### src/rtl/rr_arb_pkg.sv
// Shared types and helpers for the round-robin req/gnt arbiter.
//   arb_state_t : arbiter FSM states
//   pick_t      : result of a rotate-priority search (found flag + index)
//   rr_pick()   : rotate-priority search over up to MAX_REQ request lines
package rr_arb_pkg;

    typedef enum logic [1:0] {
        IDLE     = 2'd0,
        GRANT    = 2'd1,
        COOLDOWN = 2'd2
    } arb_state_t;

    localparam int unsigned MAX_REQ  = 16;
    localparam int unsigned MAX_ID_W = 4;

    typedef struct packed {
        logic                found;
        logic [MAX_ID_W-1:0] idx;
    } pick_t;

    // First set bit of req scanning ptr, ptr+1, ... wrapping at n.
    // ptr must be < n; bits at or above n are ignored.
    function automatic pick_t rr_pick(input logic [MAX_REQ-1:0]  req,
                                      input int unsigned         n,
                                      input logic [MAX_ID_W-1:0] ptr);
        pick_t       res;
        int unsigned c;
        res = '0;
        for (int unsigned i = 0; i < MAX_REQ; i++) begin
            c = {28'd0, ptr} + i;
            if (c >= n) c = c - n;
            if ((i < n) && !res.found && req[c[MAX_ID_W-1:0]]) begin
                res.found = 1'b1;
                res.idx   = c[MAX_ID_W-1:0];
            end
        end
        return res;
    endfunction

endpackage

### src/rtl/rr_priority_pick.sv
// Combinational rotate-priority encoder.
//   req_i   : request vector
//   ptr_i   : index with highest priority
//   found_o : any request set
//   idx_o   : winning index (0 when found_o=0)
module rr_priority_pick
    import rr_arb_pkg::*;
#(
    parameter int unsigned N_REQ = 4,
    parameter int unsigned ID_W  = $clog2(N_REQ)
) (
    input  logic [N_REQ-1:0] req_i,
    input  logic [ID_W-1:0]  ptr_i,
    output logic             found_o,
    output logic [ID_W-1:0]  idx_o
);

    pick_t res;

    always_comb begin
        res     = rr_pick(MAX_REQ'(req_i), N_REQ, MAX_ID_W'(ptr_i));
        found_o = res.found;
        idx_o   = ID_W'(res.idx);
    end

endmodule

### src/rtl/rr_req_gnt_arbiter.sv
// Round-robin arbiter with per-ownership hold limit and one-cycle cool-down.
//   clk       : system clock
//   rst       : synchronous active-high reset
//   req       : per-requester level request
//   gnt       : registered one-hot grant
//   gnt_valid : registered OR of gnt
//   gnt_id    : owner index (0 when idle)
//   hold_cnt  : cycles current owner has held gnt (0 when idle)
//   timeout   : high during the cool-down cycle after a forced release
//
//   state    | meaning
//   IDLE     | no owner, arbitrate from ptr on every edge
//   GRANT    | owner gnt_id holds the resource
//   COOLDOWN | forced release just happened, no grant for one cycle
module rr_req_gnt_arbiter
    import rr_arb_pkg::*;
#(
    parameter int unsigned N_REQ    = 4,
    parameter int unsigned MAX_HOLD = 8,
    parameter int unsigned ID_W     = $clog2(N_REQ),
    parameter int unsigned HOLD_W   = $clog2(MAX_HOLD + 2)
) (
    input  logic              clk,
    input  logic              rst,
    input  logic [N_REQ-1:0]  req,
    output logic [N_REQ-1:0]  gnt,
    output logic              gnt_valid,
    output logic [ID_W-1:0]   gnt_id,
    output logic [HOLD_W-1:0] hold_cnt,
    output logic              timeout
);

    arb_state_t        state_q, state_d;
    logic [ID_W-1:0]   ptr_q, ptr_d;
    logic [N_REQ-1:0]  gnt_q, gnt_d;
    logic              gnt_valid_q, gnt_valid_d;
    logic [ID_W-1:0]   gnt_id_q, gnt_id_d;
    logic [HOLD_W-1:0] hold_q, hold_d;
    logic              timeout_q, timeout_d;

    logic              owner_req;
    logic              limit_hit;
    logic [ID_W-1:0]   ptr_inc;
    logic [ID_W-1:0]   pick_ptr;
    logic              pick_found;
    logic [ID_W-1:0]   pick_idx;

    assign owner_req = req[gnt_id_q];
    assign limit_hit = (MAX_HOLD != 0) && (hold_q == HOLD_W'(MAX_HOLD));
    assign ptr_inc   = (gnt_id_q == ID_W'(N_REQ - 1)) ? '0 : gnt_id_q + 1'b1;
    // While granted, the only arbitration that can happen is a voluntary
    // handover, which must already use the advanced pointer.
    assign pick_ptr  = (state_q == GRANT) ? ptr_inc : ptr_q;

    rr_priority_pick #(
        .N_REQ (N_REQ),
        .ID_W  (ID_W)
    ) u_pick (
        .req_i   (req),
        .ptr_i   (pick_ptr),
        .found_o (pick_found),
        .idx_o   (pick_idx)
    );

    always_comb begin
        state_d     = state_q;
        ptr_d       = ptr_q;
        gnt_d       = '0;
        gnt_valid_d = 1'b0;
        gnt_id_d    = '0;
        hold_d      = '0;
        timeout_d   = 1'b0;

        case (state_q)
            GRANT: begin
                if (owner_req && !limit_hit) begin
                    gnt_d       = gnt_q;
                    gnt_valid_d = 1'b1;
                    gnt_id_d    = gnt_id_q;
                    hold_d      = (hold_q == '1) ? hold_q : hold_q + 1'b1;
                end else if (owner_req) begin
                    ptr_d     = ptr_inc;
                    timeout_d = 1'b1;
                    state_d   = COOLDOWN;
                end else begin
                    ptr_d   = ptr_inc;
                    state_d = IDLE;
                    if (pick_found) begin
                        gnt_d       = N_REQ'(1) << pick_idx;
                        gnt_valid_d = 1'b1;
                        gnt_id_d    = pick_idx;
                        hold_d      = HOLD_W'(1);
                        state_d     = GRANT;
                    end
                end
            end
            default: begin
                state_d = IDLE;
                if (pick_found) begin
                    gnt_d       = N_REQ'(1) << pick_idx;
                    gnt_valid_d = 1'b1;
                    gnt_id_d    = pick_idx;
                    hold_d      = HOLD_W'(1);
                    state_d     = GRANT;
                end
            end
        endcase
    end

    always_ff @(posedge clk) begin
        if (rst) begin
            state_q     <= IDLE;
            ptr_q       <= '0;
            gnt_q       <= '0;
            gnt_valid_q <= 1'b0;
            gnt_id_q    <= '0;
            hold_q      <= '0;
            timeout_q   <= 1'b0;
        end else begin
            state_q     <= state_d;
            ptr_q       <= ptr_d;
            gnt_q       <= gnt_d;
            gnt_valid_q <= gnt_valid_d;
            gnt_id_q    <= gnt_id_d;
            hold_q      <= hold_d;
            timeout_q   <= timeout_d;
        end
    end

    assign gnt       = gnt_q;
    assign gnt_valid = gnt_valid_q;
    assign gnt_id    = gnt_id_q;
    assign hold_cnt  = hold_q;
    assign timeout   = timeout_q;

endmodule

### config.mk
export PLATFORM = sky130hd
export DESIGN_NAME = rr_req_gnt_arbiter
export DESIGN_NICKNAME = d
export VERILOG_FILES = /design/src/rtl/rr_arb_pkg.sv /design/src/rtl/rr_priority_pick.sv /design/src/rtl/rr_req_gnt_arbiter.sv
export SDC_FILE = /design/constraint.sdc
export NUM_CORES = 1
export LEC_CHECK = 0
export BUFFER_PORTS_ARGS = -buffer_cell sky130_fd_sc_hd__buf_2
export CELL_PAD_IN_SITES_DETAIL_PLACEMENT = 0
export CELL_PAD_IN_SITES_GLOBAL_PLACEMENT = 1
export CORE_ASPECT_RATIO = 1.4
export CORE_MARGIN = 1.5
export CORE_UTILIZATION = 43
export CTS_CLUSTER_DIAMETER = 60
export CTS_CLUSTER_SIZE = 30
export DETAILED_ROUTE_END_ITERATION = 6
export GPL_TIMING_DRIVEN = 0
export PLACE_DENSITY_LB_ADDON = 0.1
export SLEW_MARGIN = 10
export SYNTH_ARGS = -nofsm -noshare
export SYNTH_HDL_FRONTEND = slang
export SYNTH_SLANG_ARGS = --single-unit
### constraint.sdc
create_clock -name clk -period 3.5 [get_ports clk]
set_clock_uncertainty 0.05 [all_clocks]
set_input_delay 0.35 -clock clk [delete_from_list [all_inputs] [get_ports clk]]
set_output_delay 0.35 -clock clk [all_outputs]
set_load 0.1 [all_outputs]
# ---- Word level (Yosys, flattened, before mapping)
# Cells that the tools add are included.
dict set report totals {
  regBits 16
  word_cells 86
  memories 0
  latch_bits 0
  romBits 0
  output_inout_bits 12
  ramBits 0
  input_bits 6
}
dict set report classes {
  n_mul 0
  add_sub_neg 9
  muxes 42
  n_shift 1
  n_reduce_logical 10
  n_bitwise 2
  eq_ne 6
  magnitude_cmp 9
  div 0
}
# cell count
set op_table {}
lappend op_table {{greater-or-equal comparator 32 x 3 -> 1 bit (second input constant)} 3}
lappend op_table {{2-to-1 mux 4 bit} 11}
lappend op_table {{less-than comparator 4 x 5 -> 1 bit (second input constant)} 4}
lappend op_table {{2-to-1 mux 5 bit} 4}
lappend op_table {{2-to-1 mux 2 bit} 9}
lappend op_table {{binary-select mux 1 bit (select 4 bit)} 4}
lappend op_table {{2-to-1 mux 1 bit} 13}
lappend op_table {{subtractor 4 x 3 -> 4 bit (second input constant)} 3}
lappend op_table {{== test 4 bit (second input constant)} 2}
lappend op_table {{adder 2 x 2 -> 3 bit (second input constant)} 2}
lappend op_table {{adder 4 x 1 -> 4 bit (second input constant)} 1}
lappend op_table {{logical AND 1 bit} 4}
lappend op_table {{zero test 1 bit} 4}
lappend op_table {{<< shifter 1 x 2 -> 4 bit (first input constant)} 1}
lappend op_table {{subtractor 2 x 3 -> 4 bit (second input constant)} 1}
lappend op_table {{adder 2 x 1 -> 3 bit (second input constant)} 1}
lappend op_table {{greater-or-equal comparator 2 x 3 -> 1 bit (second input constant)} 1}
lappend op_table {{less-than comparator 2 x 3 -> 1 bit (second input constant)} 1}
lappend op_table {{!= test 3 bit (second input constant)} 1}
lappend op_table {{OR reduction 3 bit} 1}
lappend op_table {{adder 2 x 1 -> 2 bit (second input constant)} 1}
lappend op_table {{binary-select mux 1 bit (select 2 bit)} 1}
lappend op_table {{== test 2 x 1 -> 1 bit (second input constant)} 1}
lappend op_table {{== test 2 bit (second input constant)} 1}
lappend op_table {{3 further kinds} 4}

# ---- Depth between registers and ports, before layout
dict set report logic_depth {
  ltp_word 22
  ltp_mapped 11
  ltp_nobuf 11
}

# ---- Hierarchy
# A second synthesis with hierarchy kept.
dict set report hier_totals {
  hier_cells 114
  area_unflattened_um2 1054.8
}
# mod area_each_um2 n_inst cells_per_inst seq_area_each_um2
set modules_own_cells {}
lappend modules_own_cells {rr_req_gnt_arbiter 738.2 1 76 320.3}
lappend modules_own_cells {rr_priority_pick 316.6 1 38 0.0}

# ---- Worst setup path after synthesis
# OpenSTA, ideal clock, no wires.
dict set report synth_timing {
  path_type {flip-flop to flip-flop}
  startpoint {register gnt_id_q[0] (netlist: gnt_id[0])}
  endpoint {register gnt_q[0] (netlist: gnt[0])}
  setup_slack_ns 0.592
  arrival_ns 2.740
  period_less_slack_ns 2.908
  stages_incl_launch_ff 9
  setup_ns 0.119
  t_required_ns 3.331
  path_buffers 0
  path_cell_list {dfxtp_1 > ha_1 > nor2_1 > mux2_4 > ha_1 > nor3b_2 > a2bb2oi_2 > o22ai_2 > a22o_1}
}
dict set report synth_between {
  elab_chain_cells 22
  elab_cells_between_ends 46
  classes_between {8 x add/sub; 4 x order compare; 2 x eq/ne; 1 x shift; 24 x mux; 7 x reduce/logical}
}
# element line_no
set synth_lines {}
lappend synth_lines {{start, declared} rr_req_gnt_arbiter.sv:37} ;# logic [ID_W-1:0] gnt_id_q, gnt_id_d;
lappend synth_lines {{start signal, assigned} rr_req_gnt_arbiter.sv:124} ;# gnt_id_q <= gnt_id_d;
lappend synth_lines {{parallel branches: the longest is 22 deep, another holds greater-or-equal comparator 32 x 3 -> 1 bit} n/a}
lappend synth_lines {{end signal, assigned} rr_req_gnt_arbiter.sv:122} ;# gnt_q <= gnt_d;
lappend synth_lines {{end, declared} rr_req_gnt_arbiter.sv:35} ;# logic [N_REQ-1:0] gnt_q, gnt_d;
# Parallel ways; which one is timed is not known. The select of a mux whose other input is x is not followed.
# A chain may end at the register's enable or synchronous reset.

# ---- Final worst setup path
dict set report layout_timing {
  startpoint {register gnt_id_q[0] (netlist: gnt_id[0])}
  endpoint {register gnt_q[0] (netlist: gnt[0])}
}
dict set report layout_between {
  elab_chain_cells 22
  elab_cells_between_ends 46
  classes_between {8 x add/sub; 4 x order compare; 2 x eq/ne; 1 x shift; 24 x mux; 7 x reduce/logical}
}
# element line_no
set layout_lines {}
lappend layout_lines {{adder 2 x 1 -> 2 bit or == test 2 bit (tied branches)} rr_req_gnt_arbiter.sv:50} ;# assign ptr_inc = (gnt_id_q == ID_W'(N_REQ - 1)) ? '0 : gnt_id_q + 1'b1;
lappend layout_lines {{2-to-1 mux 2 bit *} rr_req_gnt_arbiter.sv:50}
lappend layout_lines {{net ptr_inc[1]} rr_req_gnt_arbiter.sv:43} ;# logic [ID_W-1:0] ptr_inc;
lappend layout_lines {{2-to-1 mux 2 bit *} rr_req_gnt_arbiter.sv:53} ;# assign pick_ptr = (state_q == GRANT) ? ptr_inc : ptr_q;
lappend layout_lines {{parallel branches: the longest is 13 deep, another holds greater-or-equal comparator 32 x 3 -> 1 bit} n/a}
lappend layout_lines {{2-to-1 mux 5 bit *} rr_arb_pkg.sv:32} ;# if ((i < n) && !res.found && req[c[MAX_ID_W-1:0]]) begin
lappend layout_lines {{<< shifter 1 x 2 -> 4 bit} {rr_req_gnt_arbiter.sv:89, rr_req_gnt_arbiter.sv:100}}
lappend layout_lines {{2-to-1 mux 4 bit *} {rr_req_gnt_arbiter.sv:88, rr_req_gnt_arbiter.sv:99}}
lappend layout_lines {{2-to-1 mux 4 bit} rr_req_gnt_arbiter.sv:81} ;# end else if (owner_req) begin
lappend layout_lines {{2-to-1 mux 4 bit} rr_req_gnt_arbiter.sv:76} ;# if (owner_req && !limit_hit) begin
lappend layout_lines {{2-to-1 mux 4 bit *} rr_req_gnt_arbiter.sv:74} ;# case (state_q)
# Mark *: on every way through the listed nets, which the timed path passes. The select of a mux whose other input is x is not followed.

==> flow_metrics.py <==
metrics = {
    "synth": {
        "synth_area_leaders": "dfxtp_1, ha_1, nor2_1",
        "synth_edf_count": 0,
        "synthAdderAreaFrac_pct": 7.78,
        "synth_xor_area_share_pct": 0,
        "synth.distinct_cells": 35,
        "synth_warnings": 0,
        "yosys.area.top_type": "dfxtp_1",
        "syn_area_um2": 965,
        "synth_compound_area_share_pct": 20.8,
        "synth-simple-area-share_pct": 24.5,
        "syn_nets": 120,
        "synthFlopType": "dfxtp_1",
        "synth_top_family_by_area": "simple AND/OR/NAND/NOR gates",
        "synth_mux_area_share_pct": 9.60,
        "ys_ff_latch": 16,
        "seq_area_frac_synth_pct": 33.2,
        "synth.avg_cell_area_um2": 8.93,
        "yosysTopAreaCellShare_pct": 33.2,
        "synth_cells": 108,
        "async_flop_share_pct": 0,
    },
    "placement": {
        "hpwl_um": 1580,
        "place_congestion": 0.849,
        "placed_cells_incl_taps": 147,
        "io_buffers": 17,
        "place_area_um2": 1080,
    },
    "die": {
        "io_pins": 18,
        "die_x_um": 43.0,
        "core_um2": 2150,
        "die_area_um2": 2540,
        "num_rows": 20,
        "start_util_pct": 44.8,
        "dieHeight_um": 59.0,
    },
    "final_layout": {
        "area_growth_pct": 14.0,
        "nFillCells": 228,
        "finalNonFillerCells": 150,
        "regArea_um2": 320,
        "finalNetCount": 142,
        "multiInputGateArea_um2": 604,
        "mostFrequentLayoutCell": "buf_2",
        "finalInstanceArea_um2": 1100,
        "num_antenna_cells": 0,
        "drive_gt1_share_pct": 28.9,
        "mostFrequentLayoutCells": "buf_2, dfxtp_1, nor2_1",
    },
    "power_and_ir_drop": {
        "vdd_ir_drop_max_mv": 0.570,
        "clkPwrFrac_pct": 8.4,
        "p_int_uw": 484,
        "share_comb_of_total_power_pct": 67.3,
        "power_density_nw_per_um2": 989,
        "p_switching_uw": 604,
        "leakagePower_uw": 0.000480,
        "power_frac_seq_pct": 24.3,
        "switching_share_pct": 55.5,
    },
    "cts": {
        "ctsResizeCount": 0,
        "path_clk_slew_ns": 0.08,
        "root_buffer": "clkbuf_4",
        "cts_inserted_buffers": 3,
        "hold_buffers": 0,
        "postCtsSetupBuffers": 0,
        "clk_path_buf_depth": 2,
        "tritoncts": "done",
        "worstSkewPairLatency_ns": 0.28,
        "h-tree-depth": 1,
        "cts_sinks": 16,
    },
    "timing": {
        "rsz0062_at_grt": "no",
        "whs_ns": 0.394,
        "fmax_mhz": 429,
        "hold_violations": 0,
        "tightestPinTransition_ns": 0.711,
        "min_period_ns": 2.33,
        "setup_tns_ns": 0,
        "finalCritPeriodShare_pct": 66.6,
        "maxSlewViolCount": 0,
        "setup-violations-final": 0,
        "timing.slew.headroom_pct": 52.5,
    },
    "grt": {
        "grt_pass1_wl_um": 3340,
        "antenna_found_initial": 0,
        "grt.overflow.total": 0,
        "grt_max_degree": 11,
        "grt_pass1_vias": 750,
        "grt_usage_pct": 17.3,
    },
    "routing": {
        "drtIter0Drc": 12,
        "wl_per_cell_um": 13.0,
        "antenna_left": 0,
        "drtPass1Iterations": 3,
        "drc": 0,
        "drt-total-wl_um": 1940,
        "vias": 850,
        "viasPerCell": 5.67,
    },
    "critical_path": {
        "critPathKind": "reg -> reg",
        "cp_max_fo": 6,
        "cp.arrival_ns": 2.46,
        "required_ns": 3.63,
        "reg2regPathDepth": 8,
        "critPathCaptureType": "flip-flop",
        "cp-start-kind": "flip-flop",
    },
    "min_path": {
        "min_path_type": "in -> reg",
        "min_path_cells": 3,
    },
    "run": {
        "cap_violations": 0,
    },
    "run_status": {
        "outcome": "completed",
    },
}
-- critical path: stages, from the launching register on --
cell       delay (ns)
dfxtp_1          0.44
ha_1             0.28
mux2_4           0.30
ha_1             0.31
nand2_1          0.05
a21oi_1          0.24
a2bb2oi_2        0.19
o22ai_2          0.11
a22o_1           0.25
-- sequential cells by signal, indices dropped and copies added (netlist names) --
name / cells
gnt: 4
gnt_id: 2
gnt_valid: 1
hold_cnt: 4
ptr_q: 2
state_q: 2
timeout: 1
-- power groups by stage --
| stage | logic [uW] | clock network (uW) | registers [uW] |
|---|---|---|---|
| floorplan | 368 | 0 | 523 |
| finish | 732 | 90.9 | 264 |
| detailed placement | 736 | 0 | 269 |
| global placement | 729 | 0 | 266 |
| global route | 790 | 104 | 270 |
| CTS | 739 | 93.6 | 265 |
-- per-stage QoR --
stage | utilization (%) | worst slack, ns | total power (uW)
finish | 51.1 | 1.17 | 1090
global route | 51.1 | 1.01 | 1160
CTS | 51.1 | 1.15 | 1100
detailed placement | 50.1 | 1.15 | 1010
global placement | 50.1 | 1.18 | 995
floorplan | - | 0.592 | 891
-- synthesized netlist by cell type (2+ instances only) --
master,instances
o21ai_1,2
nor3_1,9
a21oi_1,7
mux2i_1,4
a22o_1,2
inv_1,3
mux2_4,2
a211oi_1,2
nand2_1,13
ha_1,6
o21ai_0,2
nor2_1,14
a21boi_0,2
nand3b_1,2
nand3_1,2
dfxtp_1,16
a31oi_1,2
-- per-layer routing --
metal	up-vias	GRT usage (%)	wire length [um]
met1	400	19.5	831
met3	5	1.83	55
met4	0	7.79	35
met2	16	32.0	1020
met5	-	0	0
li1	429	-	-
-- worst paths after layout --
| path | endpoint | from | slack [ns] |
|---|---|---|---|
| min | gnt_valid | rst | 0.39 |
| min reg2reg | gnt[2] | gnt[2] | 0.41 |
| max | gnt[0] | gnt_id[0] | 1.17 |
| max reg2reg | gnt[0] | gnt_id[0] | 1.17 |
-- cell families (layout without fill, tap and decap cells) --
family	count (synthesis)	in the layout
muxes	7	7
DFF	16	16
adders and majority gates	6	6
buffers and inverters	6	26
AOI/OAI and AO/OA	27	27
and+or+nand+nor	46	46
-- final cells by class --
class / count / area share, %
Clock buffer: 3 / 2.05
Buffer: 1 / 1.25
Inverter: 5 / 2.39
Timing Repair Buffer: 17 / 7.74
Multi-Input combinational cell: 86 / 54.9
Sequential cell: 16 / 29.1
Tap cell: 22 / 2.50
Power figures use the tool's default switching activity.
